--- config.mk ---
export PLATFORM = sky130hd
export DESIGN_NAME = reduction_sequencer
export DESIGN_NICKNAME = d
export VERILOG_FILES = /design/src/rtl/reduction_sequencer_pkg.sv /design/src/rtl/reduction_sequencer_argmax.sv /design/src/rtl/reduction_sequencer.sv
export SDC_FILE = /design/constraint.sdc
export NUM_CORES = 1
export LEC_CHECK = 0
export ABC_AREA = 1
export BUFFER_PORTS_ARGS = -buffer_cell sky130_fd_sc_hd__buf_2
export CAP_MARGIN = 20
export CELL_PAD_IN_SITES_DETAIL_PLACEMENT = 1
export CELL_PAD_IN_SITES_GLOBAL_PLACEMENT = 1
export CORE_AREA = 5 5 328 330
export CTS_CLUSTER_SIZE = 14
export DETAILED_ROUTE_END_ITERATION = 16
export DIE_AREA = 0 0 333 335
export GPL_TIMING_DRIVEN = 0
export PLACE_DENSITY_LB_ADDON = 0.1
export SLEW_MARGIN = 20
export SYNTH_ARGS = -nofsm -noshare
export SYNTH_HDL_FRONTEND = slang
export SYNTH_SLANG_ARGS = --single-unit
--- constraint.sdc ---
create_clock -name clk -period 6.2 [get_ports clk]
set_clock_uncertainty 0.1 [all_clocks]
set_input_delay 0.93 -clock clk [delete_from_list [all_inputs] [get_ports clk]]
set_output_delay 0.93 -clock clk [all_outputs]
set_load 0.01 [all_outputs]
--- src/rtl/reduction_sequencer_pkg.sv ---
// Shared types and constants for the decision-stage reduction sequencer.
package decision_pkg;

  typedef enum logic [2:0] {
    IDLE,
    FEED,
    DRAIN,
    ARGMAX,
    RESULT
  } state_t;

  localparam int N_MATS_DEF     = 10;
  localparam int DATA_WIDTH_DEF = 16;

  // Class index width, at least one bit even for a single class.
  function automatic int idx_width(input int n);
    return (n > 1) ? $clog2(n) : 1;
  endfunction

endpackage

--- src/rtl/reduction_sequencer_argmax.sv ---
// Serial signed argmax: one lane compared per cycle, ties keep the lower index.
module argmax_serial
  import decision_pkg::*;
#(
  parameter int N          = N_MATS_DEF,
  parameter int DATA_WIDTH = DATA_WIDTH_DEF
) (
  input  logic                             clk,
  input  logic                             rst,
  input  logic                             start,
  input  logic [N-1:0][DATA_WIDTH-1:0]     values,
  output logic                             done,
  output logic [idx_width(N)-1:0]          best_idx,
  output logic [DATA_WIDTH-1:0]            best_val
);

  localparam int IDX_W = idx_width(N);

  logic [IDX_W-1:0] ptr;
  logic             running;

  // done is asserted during the cycle in which the final lane is compared.
  assign done = running && (ptr == IDX_W'(N - 1));

  always_ff @(posedge clk or negedge rst) begin
    if (!rst) begin
      ptr      <= '0;
      running  <= 1'b0;
      best_idx <= '0;
      best_val <= '0;
    end else if (start) begin
      best_idx <= '0;
      best_val <= values[0];
      ptr      <= (N > 1) ? IDX_W'(1) : '0;
      running  <= (N > 1);
    end else if (running) begin
      if ($signed(values[ptr]) > $signed(best_val)) begin
        best_idx <= ptr;
        best_val <= values[ptr];
      end
      if (ptr == IDX_W'(N - 1)) begin
        running <= 1'b0;
      end else begin
        ptr <= ptr + IDX_W'(1);
      end
    end
  end

endmodule

--- src/rtl/reduction_sequencer.sv ---
// Feeds frame columns to the reducer array, gathers per-class sums and reports the argmax.
// Optional DRAIN timeout enabled by defining REDUCTION_WATCHDOG_EN.
module reduction_sequencer
  import decision_pkg::*;
#(
  parameter int N_MATS     = N_MATS_DEF,
  parameter int DATA_WIDTH = DATA_WIDTH_DEF,
  parameter int N_COLS     = 2
`ifdef REDUCTION_WATCHDOG_EN
  ,
  parameter int WDOG_CYCLES = 64
`endif
) (
  input  logic                                  clk,
  input  logic                                  rst,
  input  logic                                  start,
  input  logic                                  col_valid,
  output logic                                  col_ready,
  input  logic [N_MATS-1:0][1:0][DATA_WIDTH-1:0] col_data,
  output logic                                  red_valid_in,
  output logic [N_MATS-1:0][1:0][DATA_WIDTH-1:0] red_column,
  input  logic [N_MATS-1:0]                     red_valid_out,
  input  logic [N_MATS-1:0][DATA_WIDTH-1:0]     red_sum,
  output logic                                  result_valid,
  input  logic                                  result_ready,
  output logic [idx_width(N_MATS)-1:0]          class_idx,
  output logic [DATA_WIDTH-1:0]                 class_score,
  output logic                                  busy,
  output logic                                  wdog_err
);

  localparam int CNT_W = $clog2(N_COLS + 1);

  state_t state, state_nxt;

  logic [CNT_W-1:0]                  col_cnt;
  logic [N_MATS-1:0][DATA_WIDTH-1:0] sum_q;
  logic [N_MATS-1:0]                 mask_q;
  logic col_accept, last_col, mask_full, capture_en;
  logic frame_start, result_take, argmax_start, argmax_done, wdog_fire;

  assign col_ready    = (state == FEED);
  assign col_accept   = col_valid && col_ready;
  assign last_col     = (col_cnt == CNT_W'(N_COLS - 1));
  assign mask_full    = &mask_q;
  assign capture_en   = (state == FEED) || (state == DRAIN);
  assign frame_start  = (state == IDLE) && start;
  assign result_valid = (state == RESULT);
  assign result_take  = result_valid && result_ready;
  assign busy         = (state != IDLE);
  assign argmax_start = (state == DRAIN) && mask_full;

  always_ff @(posedge clk or negedge rst) begin
    if (!rst) begin
      state <= IDLE;
    end else begin
      state <= state_nxt;
    end
  end

  always_comb begin
    state_nxt = state;
    case (state)
      IDLE:    if (start) state_nxt = FEED;
      FEED:    if (col_accept && last_col) state_nxt = DRAIN;
      DRAIN: begin
        if (mask_full) begin
          state_nxt = (N_MATS > 1) ? ARGMAX : RESULT;
        end else if (wdog_fire) begin
          state_nxt = IDLE;
        end
      end
      ARGMAX:  if (argmax_done) state_nxt = RESULT;
      RESULT:  if (result_take) state_nxt = IDLE;
      default: state_nxt = IDLE;
    endcase
  end

  // Column register stage: one strobe per accepted column, one cycle later.
  always_ff @(posedge clk or negedge rst) begin
    if (!rst) begin
      col_cnt      <= '0;
      red_column   <= '0;
      red_valid_in <= 1'b0;
    end else begin
      red_valid_in <= col_accept;
      if (frame_start) begin
        col_cnt <= '0;
      end else if (col_accept) begin
        col_cnt    <= col_cnt + CNT_W'(1);
        red_column <= col_data;
      end
    end
  end

  // Lane sums may arrive early (during FEED) and later pulses overwrite earlier ones.
  always_ff @(posedge clk or negedge rst) begin
    if (!rst) begin
      sum_q  <= '0;
      mask_q <= '0;
    end else if (frame_start || result_take) begin
      mask_q <= '0;
    end else if (capture_en) begin
      for (int i = 0; i < N_MATS; i++) begin
        if (red_valid_out[i]) begin
          sum_q[i]  <= red_sum[i];
          mask_q[i] <= 1'b1;
        end
      end
    end
  end

  argmax_serial #(
    .N          (N_MATS),
    .DATA_WIDTH (DATA_WIDTH)
  ) u_argmax (
    .clk      (clk),
    .rst      (rst),
    .start    (argmax_start),
    .values   (sum_q),
    .done     (argmax_done),
    .best_idx (class_idx),
    .best_val (class_score)
  );

`ifdef REDUCTION_WATCHDOG_EN
  localparam int WD_W = $clog2(WDOG_CYCLES + 1);

  logic [WD_W-1:0] wdog_cnt;
  logic            wdog_q;

  assign wdog_fire = (state == DRAIN) && !mask_full && (wdog_cnt == WD_W'(WDOG_CYCLES - 1));
  assign wdog_err  = wdog_q;

  // Counter only advances while draining, so it restarts from zero on every DRAIN entry.
  always_ff @(posedge clk or negedge rst) begin
    if (!rst) begin
      wdog_cnt <= '0;
      wdog_q   <= 1'b0;
    end else begin
      wdog_cnt <= (state == DRAIN) ? wdog_cnt + WD_W'(1) : '0;
      if (wdog_fire) begin
        wdog_q <= 1'b1;
      end
    end
  end
`else
  assign wdog_fire = 1'b0;
  assign wdog_err  = 1'b0;
`endif

endmodule

# Word-level counts from Yosys, hierarchy flattened
# Index checks and enable logic that the tools add are counted.
# totals
ff_bits,521
latch_bits,0
ramBits,0
mem_bits_ro,0
input_bits,495
mem_count,0
# classes
n_addsub,2
multipliers,0
n_div,0
n_lt_le_gt_ge,2
n_eq_ne,12
n_shift,0
muxes,34
bitwise,2
n_reduce_logical,49
# ops
operator,n
$bmux W16 S4,1
$mux W16,4
$reduce_and A3 Y1,10
$reduce_bool A2 Y1,14
$reduce_and A2 Y1,13
$mux W4,6
$mux W10,2
$gt A16 B16 Y1,1
$mux W3,5
$pmux W3 S5,1
$mux W1,13
$reduce_and A10 Y1,1
$ne A2 B2 Y1 const B,4
$eq A3 B2 Y1 const B,2
$logic_and A1 B1 Y1,6
$lt A4 B5 Y1 const B,1
$reduce_and A5 Y1,1
$add A4 B1 Y4 const B,1
$eq A4 B4 Y1 const B,1
$mux W2,2
$ne A2 B1 Y1 const B,2
$eq A3 B1 Y1 const B,1
$eq A3 B3 Y1 const B,1
$logic_not A3 Y1,1
5 further kinds,7

# Depth between registers and ports, before layout
# Gate-level depths: netlist of the first run.
# logic_depth
ltp_word,6
mapped_depth,25
mapped_depth_nobuf,22

# Modules after synthesis
# Synthesis of the first run repeated with hierarchy kept, for this count alone.
# hier_totals
hier_cells,2706
area_unflattened_um2,22208.8
# by_module_without_submodules
module,instances,cells_per_inst,area_each_um2,seq_area_each_um2
reduction_sequencer,1,2141,19035.8,12411.9
argmax_serial,1,565,3173.0,625.6

# Least setup slack after synthesis of the first run
# No wires, ideal clock.
# synth_path
kind,register to register
startpoint,reg u_argmax.ptr[1]
endpoint,reg u_argmax.best_idx[1]
setup_ns,0.066
t_arrival_ns,2.600
t_required_ns,6.034
path_slack_ns,3.433
path_stages_with_launch,18
path_buffers,2
synth_period_minus_slack_ns,2.767
path_cell_list,dfrtp_1 -> nor3_1 -> buf_2 -> nand2_1 -> nand2_1 -> ha_1 -> nand2_1 -> inv_1 -> o21bai_1 -> nand2_1 -> a21oi_1 -> nand2_1 -> nand2_1 -> nand3_1 -> nand2_1 -> buf_2 -> nand2_1 -> nand2_1
# synth_via
elab_chain_cells,5
# synth_rtl
element,line_no,text
from (decl),reduction_sequencer_argmax.sv:19,logic [IDX_W-1:0] ptr;
from (signal assigned),reduction_sequencer_argmax.sv:34,ptr <= (N > 1) ? IDX_W'(1) : '0;
from (signal assigned),reduction_sequencer_argmax.sv:44,ptr <= ptr + IDX_W'(1);
$bmux W16 S4,reduction_sequencer_argmax.sv:37,if ($signed(values[ptr]) > $signed(best_val)) begin
$mux W16 (not written as such),reduction_sequencer_argmax.sv:37,
$gt A16 B16 Y1,reduction_sequencer_argmax.sv:37,
$reduce_bool A2 Y1 (no line),n/a,
$reduce_and A2 Y1 (no line),n/a,
to (signal assigned),reduction_sequencer_argmax.sv:38,best_idx <= ptr;
to (decl),reduction_sequencer_argmax.sv:13,"output logic [idx_width(N)-1:0] best_idx,"
# Parallel ways exist; a longest one is shown, timed or not. The select of a mux whose other input is x is not followed.
# A chain may end at the register's enable or synchronous reset.

# Final worst setup path of the first run
# layout_path
startpoint,reg u_argmax.ptr[2]
endpoint,reg u_argmax.best_val[12]
# layout_via
elab_chain_cells,5
# layout_rtl
element,line_no,text
$bmux W16 S4 *,"reduction_sequencer_argmax.sv:37, reduction_sequencer_argmax.sv:39",
$mux W16 (not written as such) *,"reduction_sequencer_argmax.sv:37, reduction_sequencer_argmax.sv:39",
$gt A16 B16 Y1 / $mux W16 (equally long branches),reduction_sequencer_argmax.sv:37,
$reduce_bool A2 Y1 (no line) / $mux W16 (equally long branches),n/a,
$reduce_and A2 Y1 (no line) / $mux W16 (equally long branches),n/a,
to (signal assigned),reduction_sequencer_argmax.sv:33,best_val <= values[0];
to (signal assigned),reduction_sequencer_argmax.sv:39,best_val <= values[ptr];
to (decl),reduction_sequencer_argmax.sv:14,output logic [DATA_WIDTH-1:0] best_val
# Every way passes the cells marked *; elsewhere a longest branch is shown, timed or not. The select of a mux whose other input is x is not followed.

==> flow_summary.ini, run 1 <==
[logic_synthesis]
synth_top_family_by_area = simple AND/OR/NAND/NOR gates
synth_simple_gate_area_share_pct = 24.2
ys_warn_count = 0
syn-num-nets = 2858
synthAdderAreaFrac_pct = 1.07
synth-seq-cells = 521
post_synth.cell_area_avg_um2 = 9.49
synth-xor-area-share_pct = 0.0394
yosys-top-cells-area = dfrtp_1, nand2_1, mux2_4
synthCells = 2344
ys_seq_area_share_pct = 58.6
syn-cell-area_um2 = 22300
synth_top_cell_by_area = dfrtp_1
synth_edf_count = 0
synth_top_area_share_pct = 58.6
synth_compound_area_share_pct = 3.01
synth_ff_type = dfrtp_1
synth_common_cells = nand2_1, dfrtp_1, nor2_1, mux2_4, mux2_2
yosysMostFrequentCell = nand2_1
ys_types = 36
async_flop_share_pct = 100
synthMuxAreaShare_pct = 9.41

[detailed_routing]
vias = 19700
drcViolationCount = 0
drt_first_pass_iters = 5
routedWlPerCell_um = 22.1
wirelength_um = 105000
drt-initial-drc-count = 812
drtAntennaViolNets = 0
vias_per_cell = 4.17

[layout]
drive_gt1_share_pct = 36.5
finalNetCount = 3776
n_fill_cell = 12300
final_util_pct = 29.5
syn_to_final_growth_pct = 38.5

[clocking]
cts_hold_buf = 0
clkSinkCount = 521
cts_resized = 0
cts_buffers = 71
root_buffer = clkbuf_16
tritoncts = built
clkTransAtPathRegs_ns = 0.06
cts_setup_buffers = 0
clkLatencyLatePin_ns = 0.62
clk_path_buf_depth = 3
htreeDepth = 3

[pwr]
powerDensity_nw_per_um2 = 570
pwr-share-comb_pct = 41.7
p_clk_share_pct = 24.1
p_leak_uw = 0.0168
ir_drop_mv = 0.190
p_seq_share_pct = 34.2
swShare_pct = 40.2
finalPower_uw = 17600
p_switching_uw = 7070
internal-power_uw = 10500

[place]
dp.final_hpwl_um = 83900
port_buffers = 838
place_congestion = 0.821

[worst_setup_path]
critPathKind = reg2reg
end_kind = flop
path_max_fanout = 10
r2r_cells = 18
r2r_slack_ns = 2.12
critPathLaunchType = flop
r2r_start = u_argmax.ptr[2]$_DFFE_PN0P_
arrival_ns = 4.53
worstPathRequired_ns = 6.65
r2r_end = u_argmax.best_val[12]$_DFFE_PN0P_

[timing]
hold_violations = 0
slew-limit-headroom_pct = 36.2
setup_viol = 0
worst_slew_pin_slew_ns = 0.956
final_max_slew_viol_count = 0
fmax_mhz = 245
post-route-period-util_pct = 65.9
rsz0062_at_grt = no
period_needed_ns = 4.08

[worst_hold_path]
min_path_type = in2async

[floorplanning]
core_area_um2 = 105000
ioPinCount = 840
rows = 119
dieWidth_um = 333
die-area_um2 = 112000
initial_core_util_pct = 21.3
die_h_um = 335

[global_route]
grt_usage_pct = 18.2
grt_pass1_vias = 21900
grt_max_degree = 86
antenna_found_initial = 59
overflow = 0
grt_pass1_wl_um = 151000

[status]
status = finished, final reports clean

[flow_run]
drv_cap = 0
[kinds of logic after synthesis]
| family | Yosys count |
|---|---|
| AOI/OAI and AO/OA | 115 |
| xor gates and xnor gates | 1 |
| adders and majority gates | 19 |
| buffers and inverters | 163 |
| DFF | 521 |
| muxes | 159 |
| other | 1 |
| and+or+nand+nor | 1365 |
[metal layers]
metal	global-route usage (%)	up-vias	wire [um]
met2	33.7	537	55500
met1	19.9	9715	38800
li1	-	9250	-
met4	5.08	26	2790
met3	5.72	193	7370
met5	0	-	165
[metrics by stage]
step	area, um^2	std cells	hold WS, ns	TNS, ns	setup WS, ns
floorplan	22300	2344	0.350	0	3.43
global placement	28200	4573	0.348	-3947.26	-7.69
detailed placement	28400	4580	0.353	0	2.04
CTS	30800	4707	0.0710	0	1.99
global route	30800	4716	0.102	0	1.69
finish	30800	4726	0.111	0	2.12
[registers in the layout, summed over array words and instances (netlist names)]
signal / flops
state: 3
u_argmax.best_val: 16
col_cnt: 2
u_argmax.running: 1
u_argmax.ptr: 4
mask_q: 10
red_valid_in: 1
sum_q: 160
red_column: 320
u_argmax.best_idx: 4
[how the worst max path moves through the flow]
stage | start | slack [ns] | endpoint | cells after the start
6_report | u_argmax.ptr[2]$_DFFE_PN0P_ | 2.12 | u_argmax.best_val[12]$_DFFE_PN0P_ | 18
5_1_grt | u_argmax.ptr[0]$_DFFE_PN0P_ | 1.69 | u_argmax.best_val[12]$_DFFE_PN0P_ | 19
4_1_cts | u_argmax.ptr[0]$_DFFE_PN0P_ | 1.99 | u_argmax.best_val[12]$_DFFE_PN0P_ | 19
3_5_place_dp | u_argmax.ptr[0]$_DFFE_PN0P_ | 2.04 | u_argmax.best_val[12]$_DFFE_PN0P_ | 19
3_3_place_gp | rst | -7.69 | red_column[224]$_DFFE_PN0P_ | 1
2_1_floorplan | u_argmax.ptr[1]$_DFFE_PN0P_ | 3.43 | u_argmax.best_idx[1]$_DFFE_PN0P_ | 17
[cell type report]
| type | count | area, um^2 | area share [%] |
|---|---|---|---|
| Sequential cell | 521 | 13000 | 42.3 |
| Multi-Input combinational cell | 1660 | 8400 | 27.2 |
| Timing Repair Buffer | 845 | 4400 | 14.3 |
| Clock buffer | 107 | 2140 | 6.94 |
| Tap cell | 1391 | 1740 | 5.65 |
| Buffer | 122 | 662 | 2.15 |
| Clock inverter | 20 | 248 | 0.804 |
| Inverter | 41 | 154 | 0.499 |
| Antenna cell | 19 | 47.5 | 0.154 |
[cell usage in the layout, fill, tap and decap left out, types with 2 or more instances in the layout]
cell / netlist / layout
a21oi_1: 9 / 9
buf_1: 2 / 2
buf_16: 0 / 7
buf_2: 66 / 903
buf_8: 9 / 10
bufinv_16: 0 / 5
clkbuf_1: 43 / 62
clkbuf_16: 0 / 76
clkbuf_8: 0 / 12
clkinv_2: 0 / 11
clkinv_4: 0 / 2
dfrtp_1: 521 / 521
diode_2: 0 / 19
ha_1: 19 / 19
inv_1: 35 / 35
inv_2: 5 / 5
mux2_2: 78 / 78
mux2_4: 81 / 81
nand2_1: 1179 / 1179
nand2_8: 9 / 9
nand3_1: 54 / 54
nand4_1: 3 / 3
nor2_1: 109 / 109
nor2_2: 3 / 3
nor3_1: 2 / 2
o211ai_1: 32 / 32
o21ai_0: 69 / 69
[critical path, cell delays in order, from the launching register on]
cell and delay (ns):
dfrtp_1 0.37, buf_2 0.21, clkinv_1 0.26, buf_1 0.63, o211ai_1 0.27, nand3_1 0.12, nand2_1 0.09, ha_1 0.30
nand2_1 0.08, nor2_1 0.26, nand2_1 0.09, nand2_1 0.09, nand2_1 0.07, nand3_1 0.09, nand3_1 0.13, nand2_1 0.35
buf_2 0.33, nand2_1 0.09, nand2_1 0.06
[power groups by stage]
stage | combinational [uW] | sequential, uW | clock [uW]
5_1_grt | 8150 | 6210 | 4530
2_1_floorplan | 3810 | 6310 | 0
4_1_cts | 7550 | 6020 | 4410
6_report | 7330 | 6010 | 4240
3_3_place_gp | 7390 | 6000 | 0
3_5_place_dp | 7530 | 6040 | 0
No activity file was read; power rests on OpenSTA's default activity.
==> run 2: changes to the inputs <==
Settings changed: CORE_AREA 5 5 328 330 to 5 5 326 328, DIE_AREA 0 0 333 335 to 0 0 331 333.
Clock period 6.2 ns to 3.6 ns, I/O delays scaled along.
==> flow_summary.ini, run 2 (synthesized netlist as in run 1, its figures left out) <==
[timing]
setup_viol = 0
worst_slew_pin_slew_ns = 0.843
period_needed_ns = 3.39
setup_tns_ns = 0
worst_slack_ns = 0.206
post-route-period-util_pct = 94.3
rsz0062_at_grt = no
slew-limit-headroom_pct = 43.8
fmax_mhz = 295
final_max_slew_viol_count = 0
hold_violations = 0

[place]
dp.final_hpwl_um = 86700
pre_cts_ws_ns = -0.636
place_congestion = 0.854
dp_cells = 4568
port_buffers = 838

[floorplanning]
dieWidth_um = 331
rows = 118
die_h_um = 333
core_area_um2 = 103000
die-area_um2 = 110000
initial_core_util_pct = 21.6
ioPinCount = 840

[pwr]
powerDensity_nw_per_um2 = 882
p_leak_uw = 0.0185
ir_drop_mv = 0.356

[layout]
regMostFlops = red_column
reg_top3 = red_column (320), sum_q (160), u_argmax.best_val (16)
finalNetCount = 4174
final_common_cell = nand2_1
most-common-layout-cells = nand2_1, buf_2, dfrtp_1
n_fill_cell = 12100
largest_reg_flops = 320
drive_gt1_share_pct = 33.1
instances_no_fill = 5103
syn_to_final_growth_pct = 55.9
multiInputGateArea_um2 = 8410
regArea_um2 = 13000

[worst_hold_path]
min_path_type = in2reg

[detailed_routing]
vias = 21200
routedWlPerCell_um = 21.6
drt_first_pass_iters = 5
vias_per_cell = 4.15
wirelength_um = 110000
drtAntennaViolNets = 0
drt-initial-drc-count = 697
drcViolationCount = 0

[worst_setup_path]
arrival_ns = 3.80
worstPathRequired_ns = 4.00
path_max_fanout = 10
critPathKind = reg2reg
critPathLaunchType = flop
end_kind = flop

[clocking]
clkLatencyLatePin_ns = 0.63
tritoncts = built
clkSinkCount = 521
cts_buffers = 70
htreeDepth = 3
clkTransAtPathRegs_ns = 0.06
clk_path_buf_depth = 3
root_buffer = clkbuf_16

[global_route]
grt_usage_pct = 19.5
grt_max_degree = 92
antenna_found_initial = 17
grt_pass1_wl_um = 160000
overflow = 0
grt_pass1_vias = 24200

[flow_run]
drv_cap = 0

[status]
status = finished, final reports clean
run 2: cell types whose count changed in the layout (fill, tap and decap cells not counted), sizes merged:
cell         previous run  this run
buf                   924       925
bufinv                  5         2
clkbuf                150       144
clkinv                 15        14
clkinvlp                0         1
diode                  19        15
dlygate4sd3             0       399
inv                    41        42
run 2: final timing paths:
check / from / end / slack, ns / cells after the start
min reg2reg: red_column[16]$_DFFE_PN0P_ / red_column[16]$_DFFE_PN0P_ / 0.36 / 2
max in group asynchronous: rst / red_column[171]$_DFFE_PN0P_ / 1.44 / 5
max reg2reg: u_argmax.ptr[1]$_DFFE_PN0P_ / u_argmax.best_val[12]$_DFFE_PN0P_ / 0.21 / 19
max: u_argmax.ptr[1]$_DFFE_PN0P_ / u_argmax.best_val[12]$_DFFE_PN0P_ / 0.21 / 19
min: red_sum[65] / sum_q[65]$_DFFE_PN0P_ / 0.05 / 2
min in group asynchronous: rst / sum_q[72]$_DFFE_PN0P_ / 0.34 / 2
run 2: area by class of cell:
type                            instances  area share, %
Antenna cell                           15          0.108
Clock buffer                          102           6.01
Sequential cell                       521           37.6
Inverter                               41          0.454
Clock inverter                         18          0.458
Multi-Input combinational cell       1660           24.2
Timing Repair Buffer                 1244           24.1
Buffer                                122           2.05
Tap cell                             1380           4.98
run 2: worst max-delay path: stages (launching register included):
cell and delay, ns:
dfrtp_2 0.44, clkbuf_1 0.43, o21ai_0 0.17, o211ai_1 0.35, nand3_1 0.14, nand2_1 0.14, ha_1 0.27, nand2_1 0.13
inv_1 0.05, nand2_1 0.06, nand2_1 0.05, nand2_1 0.05, nand2_1 0.06, nand2_1 0.09, nand2_1 0.06, nand2_1 0.08
nand3_1 0.17, clkbuf_4 0.26, nand3_1 0.09, nand2_1 0.06
run 2: routing by layer:
layer  share of wire [%]  routed length, um  global-route usage [%]
met5              0.0064                  7                       0
met4                 4.5               4950                    7.76
met3                 6.6               7260                    5.64
met2                  51              56700                    35.3
met1                  37              41300                    21.5
run 2: power breakdown:
| group | switching (uW) | leakage [uW] | internal [uW] |
|---|---|---|---|
| Sequential | 1680 | 0.00638 | 8690 |
| Combinational | 7970 | 0.0110 | 5300 |
| Clock | 2810 | 0.00112 | 4150 |
| Total | 12500 | 0.0185 | 18100 |
run 2: stage by stage:
step | hold WS, ns | util, % | total power, uW | cell area (um^2)
after CTS | 0.00000788 | 33.7 | 31100 | 34600
final | 0.0517 | 33.7 | 30600 | 34700
after global routing | 0.00853 | 33.7 | 32800 | 34700
after global placement | 0.349 | 27.4 | 23200 | 28200
after floorplan | 0.144 | - | 17400 | 22300
after detailed placement | 0.354 | 27.5 | 23500 | 28300
run 2: repair_timing:
| action | in CTS | in global routing |
|---|---|---|
| setup buffers | 0 | 1 |
| hold buffers | 399 | 0 |
| endpoints found under the setup margin | 20 | 20 |
| gates resized for setup | 27 | 12 |
| pin swaps | 1 | 2 |
| hold endpoints to repair | 444 | 0 |
